[config.mk]
export PLATFORM = sky130hd
export DESIGN_NAME = edit_sequencer
export DESIGN_NICKNAME = d
export VERILOG_FILES = /design/src/rtl/edit_sequencer.sv
export SDC_FILE = /design/constraint.sdc
export NUM_CORES = 1
export LEC_CHECK = 0
export CAP_MARGIN = 20
export CORE_ASPECT_RATIO = 1.25
export CORE_MARGIN = 2
export CORE_UTILIZATION = 40
export CTS_BUF_LIST = sky130_fd_sc_hd__clkbuf_4
export DETAILED_ROUTE_END_ITERATION = 16
export GPL_TIMING_DRIVEN = 0
export PLACE_DENSITY_LB_ADDON = 0.1
export REMOVE_ABC_BUFFERS = 1
export SLEW_MARGIN = 20
export SYNTH_ARGS = -nofsm -noshare
export SYNTH_HDL_FRONTEND = slang
export SYNTH_SLANG_ARGS = --single-unit
[constraint.sdc]
create_clock -name clk -period 2.24 [get_ports clk]
set_clock_uncertainty 0.1 [all_clocks]
set_input_delay 0.224 -clock clk [delete_from_list [all_inputs] [get_ports clk]]
set_output_delay 0.224 -clock clk [all_outputs]
set_load 0.03 [all_outputs]
[src/rtl/edit_sequencer.sv]
// Key conditioning (sync, debounce, press detect, optional auto-repeat) and edit-field FSM for the clock front end.
// Optional auto-repeat of plus/minus strobes is built only when AUTO_REPEAT_EN is defined.
module edit_sequencer #(
  parameter int DEBOUNCE_CYC     = 1_000_000,
  parameter int REPEAT_DELAY_CYC = 25_000_000,
  parameter int REPEAT_RATE_CYC  = 5_000_000,
  parameter int BLINK_HALF_CYC   = 12_500_000,
  parameter int TIMEOUT_S        = 30
) (
  input  logic       clk,
  input  logic       rst,
  input  logic       key_edit_n,
  input  logic       key_plus_n,
  input  logic       key_minus_n,
  input  logic       key_swi_n,
  input  logic       sec_tick,
  output logic       edit_mode,
  output logic [2:0] field_sel,
  output logic       inc_stb,
  output logic       dec_stb,
  output logic       blink_on,
  output logic [1:0] screen_sel
);

  localparam int DB_W = $clog2(DEBOUNCE_CYC + 1);
  localparam int BL_W = $clog2(BLINK_HALF_CYC + 1);
  localparam int TO_W = $clog2(TIMEOUT_S + 1);

  localparam logic [2:0] S_RUN     = 3'd0;
  localparam logic [2:0] S_E_MIN   = 3'd1;
  localparam logic [2:0] S_E_HOUR  = 3'd2;
  localparam logic [2:0] S_E_DAY   = 3'd3;
  localparam logic [2:0] S_E_MONTH = 3'd4;
  localparam logic [2:0] S_E_YEAR  = 3'd5;

  // Key bit order: 0=edit, 1=plus, 2=minus, 3=swi
  logic [3:0]      w_raw;
  logic [3:0]      r_sync1, r_sync2, r_db, r_db_d;
  logic [3:0]      w_press;
  logic [DB_W-1:0] r_db_cnt [4];

  assign w_raw = {key_swi_n, key_minus_n, key_plus_n, key_edit_n};

  always_ff @(posedge clk) begin
    if (rst) begin
      r_sync1 <= '1;
      r_sync2 <= '1;
      r_db    <= '1;
      r_db_d  <= '1;
      for (int i = 0; i < 4; i++) r_db_cnt[i] <= '0;
    end else begin
      r_sync1 <= w_raw;
      r_sync2 <= r_sync1;
      r_db_d  <= r_db;
      for (int i = 0; i < 4; i++) begin
        if (r_sync2[i] != r_db[i]) begin
          if (r_db_cnt[i] == DB_W'(DEBOUNCE_CYC - 1)) begin
            r_db[i]     <= r_sync2[i];
            r_db_cnt[i] <= '0;
          end else begin
            r_db_cnt[i] <= r_db_cnt[i] + 1'b1;
          end
        end else begin
          r_db_cnt[i] <= '0;
        end
      end
    end
  end

  assign w_press = r_db_d & ~r_db;

  logic            w_edit_p, w_plus_p, w_minus_p, w_swi_p;
  logic            w_in_edit, w_inc, w_dec, w_timeout, w_chg;
  logic            w_rep_inc, w_rep_dec;
  logic [2:0]      r_state, w_next;
  logic [TO_W-1:0] r_idle;
  logic [BL_W-1:0] r_blink_cnt;
  logic            r_blink, r_inc, r_dec, r_edit_mode;
  logic [1:0]      r_screen;

  assign w_edit_p  = w_press[0];
  assign w_plus_p  = w_press[1];
  assign w_minus_p = w_press[2];
  assign w_swi_p   = w_press[3];
  assign w_in_edit = (r_state != S_RUN);

  // Edit press outranks any strobe; plus and minus together cancel each other.
  assign w_inc = w_in_edit & ~w_edit_p & ((w_plus_p & ~w_minus_p) | w_rep_inc);
  assign w_dec = w_in_edit & ~w_edit_p & ((w_minus_p & ~w_plus_p) | w_rep_dec);
  assign w_timeout = w_in_edit & (r_idle >= TO_W'(TIMEOUT_S));

  always_comb begin
    w_next = r_state;
    if (w_edit_p) begin
      w_next = (r_state == S_E_YEAR) ? S_RUN : r_state + 3'd1;
    end else if (w_timeout && !w_inc && !w_dec) begin
      w_next = S_RUN;
    end
  end

  assign w_chg = (w_next != r_state);

`ifdef AUTO_REPEAT_EN
  localparam int RP_MAX = (REPEAT_DELAY_CYC > REPEAT_RATE_CYC) ? REPEAT_DELAY_CYC : REPEAT_RATE_CYC;
  localparam int RP_W   = $clog2(RP_MAX + 1);

  logic            r_rep_arm, r_rep_phase;
  logic [RP_W-1:0] r_rep_cnt;
  logic            w_plus_held, w_minus_held, w_rep_due, w_press_stb;

  assign w_plus_held  = ~r_db[1] & r_db[2];
  assign w_minus_held = ~r_db[2] & r_db[1];
  assign w_press_stb  = w_in_edit & ~w_edit_p & (w_plus_p ^ w_minus_p);
  assign w_rep_due    = r_rep_arm & (r_rep_phase ? (r_rep_cnt == RP_W'(REPEAT_RATE_CYC - 1))
                                                 : (r_rep_cnt == RP_W'(REPEAT_DELAY_CYC - 1)));
  assign w_rep_inc    = w_rep_due & w_plus_held;
  assign w_rep_dec    = w_rep_due & w_minus_held;

  // Arming only on a real press strobe keeps a key carried into edit mode from repeating.
  always_ff @(posedge clk) begin
    if (rst || !w_in_edit || w_chg || !(w_plus_held || w_minus_held)) begin
      r_rep_arm   <= 1'b0;
      r_rep_phase <= 1'b0;
      r_rep_cnt   <= '0;
    end else if (w_press_stb) begin
      r_rep_arm   <= 1'b1;
      r_rep_phase <= 1'b0;
      r_rep_cnt   <= '0;
    end else if (r_rep_arm) begin
      if (w_rep_due) begin
        r_rep_phase <= 1'b1;
        r_rep_cnt   <= '0;
      end else begin
        r_rep_cnt   <= r_rep_cnt + 1'b1;
      end
    end
  end
`else
  assign w_rep_inc = 1'b0;
  assign w_rep_dec = 1'b0;
`endif

  always_ff @(posedge clk) begin
    if (rst) begin
      r_state     <= S_RUN;
      r_edit_mode <= 1'b0;
      r_inc       <= 1'b0;
      r_dec       <= 1'b0;
      r_screen    <= 2'd0;
      r_idle      <= '0;
      r_blink     <= 1'b1;
      r_blink_cnt <= '0;
    end else begin
      r_state     <= w_next;
      r_edit_mode <= (w_next != S_RUN);
      r_inc       <= w_inc;
      r_dec       <= w_dec;
      if (!w_in_edit && w_swi_p) r_screen <= r_screen + 2'd1;

      // Activity clears the idle count even when a second tick lands in the same cycle.
      if (!w_in_edit || w_chg || w_inc || w_dec) begin
        r_idle <= '0;
      end else if (sec_tick && r_idle < TO_W'(TIMEOUT_S)) begin
        r_idle <= r_idle + 1'b1;
      end

      if (w_next == S_RUN || w_chg || w_inc || w_dec) begin
        r_blink     <= 1'b1;
        r_blink_cnt <= '0;
      end else if (r_blink_cnt == BL_W'(BLINK_HALF_CYC - 1)) begin
        r_blink     <= ~r_blink;
        r_blink_cnt <= '0;
      end else begin
        r_blink_cnt <= r_blink_cnt + 1'b1;
      end
    end
  end

  assign field_sel  = r_state;
  assign edit_mode  = r_edit_mode;
  assign inc_stb    = r_inc;
  assign dec_stb    = r_dec;
  assign blink_on   = r_blink;
  assign screen_sel = r_screen;

  // Used with S_E_MIN..S_E_MONTH for readability of the state encoding.
  logic w_unused_codes;
  assign w_unused_codes = ^{S_E_MIN, S_E_HOUR, S_E_DAY, S_E_MONTH};

endmodule

-- Word level (Yosys, flattened, before mapping)
Memories as Yosys holds them, arrays and structs flattened.
Index checks and enable logic that the tools add are counted.
Widths: inputs -> output; s select.
- logic and storage cells: 145
- memories: 1
- RAM bits: 80
- bits in registers: 54
- memory list (memory ; depth ; bits a word ; rd ports ; clocked after Yosys merged registers in ; wr ports ; RTL line ; RTL):
    r_db_cnt ; 4 ; 20 ; 4 ; 0 ; 4 ; 40 ; logic [DB_W-1:0] r_db_cnt [4];
- order comparisons: 2
- reductions and logical operators: 23
- muxes and demuxes: 61
- equal/unequal tests: 11
- bitwise operators: 24
- add/sub/neg operators: 8
- operators by type and width (operator ; number):
    $mux 20 ; 12
    $add 20x1->20 const B ; 4
    $eq 20x20->1 const B ; 4
    $mux 1 ; 46
    $add 24x1->24 const B ; 1
    $eq 24x24->1 const B ; 1
    $or 1x1->1 ; 12
    $mux 3 ; 3
    $reduce_and 2->1 ; 4
    $and 1x1->1 ; 6
    $logic_or 1x1->1 ; 6
    $reduce_bool 3->1 ; 2
    $add 5x1->5 const B ; 1
    $ge 5x5->1 const B ; 1
    $lt 5x5->1 const B ; 1
    $and 4x4->4 ; 1
    $logic_and 1x1->1 ; 4
    $ne 1x1->1 ; 4
    $not 1->1 ; 4
    $not 4->4 ; 1
    $reduce_or 2->1 ; 2
    $add 3x1->3 const B ; 1
    $eq 3x3->1 const B ; 1
    $logic_not 1->1 ; 3
    4 further kinds ; 4

-- Logic depth before layout (Yosys ltp)
- depth in word-level cells: 15
- gate-level depth with buffers: 9
- mapped depth without buffers: 6

-- Worst setup path after synthesis
Ideal clock, no wire load.
- kind: reg-to-reg
- start: mem r_db_cnt[3][8] (netlist name)
- end: mem r_db_cnt[3][16] (netlist name), data pin
- path slack: -0.072 ns
- setup time: 0.254 ns
- cell stages (with the launch flop): 8
- data arrival time: 1.958 ns
- path buffers: 2
- period minus slack after synthesis: 2.312 ns
- path through: edfxtp_1 -> or4b_2 -> nor4_1 -> and3_1 -> or2_2 -> buf_2 -> buf_4 -> nor2_1
- RTL lines (item ; RTL line):
    from (decl) ; 40

==> insert_results.sql <==
INSERT INTO impl_metrics (metric_group, metric, value, unit) VALUES
('synthesis', 'synth_largest_type_area_fraction', '0.3755', ''),
('routing', 'vias_per_cell', '4.738', ''),
('cts', 'tritoncts', 'done', ''),
('routing', 'drt_first_pass_iters', '4', ''),
('grt', 'global_route_wire_length_before_repair', '20210', 'um'),
('status', 'status', 'complete, no violations', ''),
('setup_path', 'critical_path.cell_chain', 'or4b_2 -> nor4_2 -> and3_2 -> buf_4 -> nor2b_1 -> a211o_1', ''),
('timing', 'worst_pin_slew', '0.7520', 'ns'),
('grt', 'groute.usage.overall', '0.1498', ''),
('power', 'vdd.ir_drop.worst', '0.0004388', 'V'),
('routing', 'antenna_violating_nets_post_route', '0', ''),
('layout', 'nNetsFinal', '762', ''),
('synthesis', 'synthesized_area', '0.006397', 'mm2'),
('setup_path', 'crit_required', '2.58', 'ns'),
('timing', 'final_min_period_over_clock_period', '0.9533', ''),
('routing', 'drt_wirelength', '12010', 'um'),
('synthesis', 'netlist_top_cells_count', '128 x sky130_fd_sc_hd__nor2_1, 80 x sky130_fd_sc_hd__edfxtp_1, 63 x sky130_fd_sc_hd__xor2_1', ''),
('cts', 'max-clock-path-buffers', '2', ''),
('placement', 'dp.final_hpwl', '7657', 'um'),
('floorplanning', 'die_height', '145.4', 'um'),
('setup_path', 'crit_type', 'flop to flop', ''),
('run', 'max_cap_violation_count', '0', ''),
('timing', 'final_period_minus_worst_setup_slack', '2.135', 'ns'),
('timing', 'max_freq', '468.3', 'MHz'),
('cts', 'cts.root.buffer_cell', 'sky130_fd_sc_hd__clkbuf_4', ''),
('synthesis', 'synthAdderAreaFrac', '0.01369', ''),
('placement', 'dpl.cell_count', '911', ''),
('synthesis', 'synthMostInstantiatedCell', 'sky130_fd_sc_hd__nor2_1', ''),
('setup_path', 'critical-path-slowest-cell', 'sky130_fd_sc_hd__or4b_2', ''),
('synthesis', 'post_synth_num_cell_types', '42', ''),
('setup_path', 'endpoint_kind', 'flop', ''),
('power', 'cell_pwr_density', '603.1', 'mW/mm2'),
('synthesis', 'synth-edff-count', '80', ''),
('cts', 'clkLatencyLatePin', '0.54', 'ns'),
('floorplanning', 'core', '0.01563', 'mm2'),
('setup_path', 'cp_top_family', 'simple AND/OR/NAND/NOR gates', ''),
('floorplanning', 'rows', '51', ''),
('synthesis', 'yosys.area.top_type', 'sky130_fd_sc_hd__edfxtp_1', ''),
('power', 'p_leak', '0.002712', 'uW'),
('cts', 'clk_pin_slew_worst_paths', '0.12', 'ns'),
('synthesis', 'synthXorXnorAreaFrac', '0.1410', ''),
('synthesis', 'largest_family_of_logic_cells_by_synthesized_area', 'simple AND/OR/NAND/NOR gates', ''),
('synthesis', 'ys_warn_count', '0', ''),
('timing', 'drv_slew', '0', ''),
('timing', 'max_slew_margin', '0.4945', ''),
('synthesis', 'leading_post_synthesis_cells_by_cell_area', 'sky130_fd_sc_hd__edfxtp_1 38%, sky130_fd_sc_hd__dfxtp_1 17%, sky130_fd_sc_hd__xor2_1 8.6%', ''),
('synthesis', 'ys_seq_elements', '134', ''),
('worst_hold_path', 'min_path_type', 'input pin to flop', ''),
('cts', 'cts_hold_buf', '0', ''),
('routing', 'drc', '0', ''),
('cts', 'cts_made_buffers', '17', ''),
('grt', 'largest_net_degree_at_the_start_of_global_routing', '32', ''),
('timing', 'finalSetupViolCount', '0', ''),
('grt', 'gr-total-overflow', '0', ''),
('synthesis', 'fraction_of_the_mapped_netlist_area_in_compound_gates', '0.02054', ''),
('routing', 'first_drt_iteration_drcs', '214', ''),
('grt', 'grt_antenna_before_repair', '1', ''),
('floorplanning', 'pin_count', '16', ''),
('placement', 'place_congestion', '0.7634', ''),
('power', 'power.total', '4648', 'uW'),
('synthesis', 'post_synth_and_or_nand_nor_area_fraction', '0.2548', ''),
('routing', 'routedWlPerCell', '12.33', 'um'),
('synthesis', 'ys_seq_area_frac', '0.5445', ''),
('setup_path', 'cp-start-kind', 'flop', ''),
('layout', 'finish.cell_count_without_fillers', '974', ''),
('synthesis', 'syn_area_per_cell', '10.27', 'um2'),
('setup_path', 'worst-path-buf-inv', '1', ''),
('placement', 'place.port_buffers', '15', ''),
('cts', 'clock_sinks', '134', ''),
('floorplanning', 'die_area', '0.01703', 'mm2'),
('synthesis', 'multiplexer_area_fraction_after_synthesis', '0', '');
==> sequential cells by signal, indices dropped and copies added, names as in the netlist <==
signal / flops
r_blink_cnt: 24
inc_stb: 1
r_db_cnt: 80
field_sel: 3
r_db_d: 4
r_idle: 5
edit_mode: 1
screen_sel: 2
r_sync1: 4
r_db: 4
blink_on: 1
dec_stb: 1
r_sync2: 4
==> routing by layer <==
| layer | vias to the layer above | track usage | routed length [um] | share of wire |
|---|---|---|---|---|
| met4 | 0 | 0.06529 | 232 | 0.019 |
| met3 | 18 | 0.03915 | 312 | 0.026 |
| met2 | 47 | 0.2448 | 6002 | 0.50 |
| met5 | - | 0 | 0 | 0 |
| li1 | 2368 | - | - | - |
| met1 | 2182 | 0.1846 | 5468 | 0.46 |
==> report_power, final <==
| group | internal, uW | switching (uW) | total [uW] |
|---|---|---|---|
| combinational | 84.5 | 101 | 185 |
| clock | 782 | 942 | 1720 |
| sequential | 2680 | 63.9 | 2740 |
==> worst reg2reg max path, stage by stage, from the launching register on <==
cell and delay, ns:
sky130_fd_sc_hd__edfxtp_1 0.44, sky130_fd_sc_hd__or4b_2 0.69, sky130_fd_sc_hd__nor4_2 0.15, sky130_fd_sc_hd__and3_2 0.25, sky130_fd_sc_hd__buf_4 0.12, sky130_fd_sc_hd__nor2b_1 0.04, sky130_fd_sc_hd__a211o_1 0.25
==> per-stage QoR <==
step | setup WS, ns | TNS, ns | area (um2) | hold WS, ns | util
2_1_floorplan | -0.1101 | -2.908 | 6595 | 0.1931 | -
5_1_grt | -0.007287 | -0.008534 | 7706 | 0.06414 | 0.4929
4_1_cts | 0.008621 | 0 | 7498 | 0.07234 | 0.4796
3_3_place_gp | -0.8278 | -46.66 | 7010 | 0.2914 | 0.4484
6_report | 0.1045 | 0 | 7706 | 0.06329 | 0.4929
3_5_place_dp | -0.9061 | -49.81 | 7010 | 0.2979 | 0.4484
==> final timing paths <==
path	from	to	slack (ns)	cells after the start
worst max register to register	r_db_cnt[3][7]	r_db[3]	0.10	6
worst max-delay path	r_db_cnt[3][7]	r_db[3]	0.10	6
worst min register to register	r_sync1[2]	r_sync2[2]	0.32	1
worst min-delay path	rst	screen_sel[1]	0.06	2
==> final cells by class <==
cell class	instances	area [um2]
antenna	1	2.502
clock buffer	17	127.6
clock inverter	15	180.2
fill	1517	7928
inverter	16	60.06
multi-input combinational	542	3277
sequential	134	3483
tap	212	265.3
timing repair buffer	37	310.3
==> cell usage in the layout, fill, tap and decap left out, types with 4 or more instances in the layout <==
| master | n |
|---|---|
| sky130_fd_sc_hd__and3_1 | 13 |
| sky130_fd_sc_hd__xnor2_1 | 40 |
| sky130_fd_sc_hd__or2_2 | 14 |
| sky130_fd_sc_hd__and4_1 | 8 |
| sky130_fd_sc_hd__dfxtp_1 | 54 |
| sky130_fd_sc_hd__xor2_1 | 63 |
| sky130_fd_sc_hd__buf_4 | 22 |
| sky130_fd_sc_hd__nand2b_1 | 4 |
| sky130_fd_sc_hd__conb_1 | 80 |
| sky130_fd_sc_hd__nand4_1 | 23 |
| sky130_fd_sc_hd__clkinv_4 | 6 |
| sky130_fd_sc_hd__o21ai_0 | 5 |
| sky130_fd_sc_hd__a21oi_1 | 9 |
| sky130_fd_sc_hd__nand2_1 | 31 |
| sky130_fd_sc_hd__nor3_1 | 6 |
| sky130_fd_sc_hd__clkdlybuf4s50_1 | 14 |
| sky130_fd_sc_hd__edfxtp_1 | 80 |
| sky130_fd_sc_hd__nor2b_1 | 6 |
| sky130_fd_sc_hd__clkbuf_4 | 17 |
| sky130_fd_sc_hd__nand3_1 | 42 |
| sky130_fd_sc_hd__clkinv_2 | 4 |
| sky130_fd_sc_hd__nor4_2 | 7 |
| sky130_fd_sc_hd__nor2_1 | 128 |
| sky130_fd_sc_hd__inv_1 | 16 |
| sky130_fd_sc_hd__ha_1 | 7 |
| sky130_fd_sc_hd__or2_4 | 4 |
| sky130_fd_sc_hd__or3_4 | 8 |
==> timing repair <==
action / 4_1_cts / 5_1_grt
gates resized for setup: 21 / 17
gates cloned: 6 / 2
buffers inserted: 7 / 15
setup endpoints to repair: 103 / 90
pin swaps: 7 / 5
endpoints found under the hold margin: 0 / 0
==> logic make-up after synthesis <==
family | count (synthesis)
AND/OR/NAND/NOR | 323
flip-flops | 134
XOR/XNOR | 103
buffers and inverters | 34
AO/OA/AOI/OAI | 21
adder cells (fa/ha/maj) | 7
other | 1
Note: power is estimated with default switching activity, not from simulation.
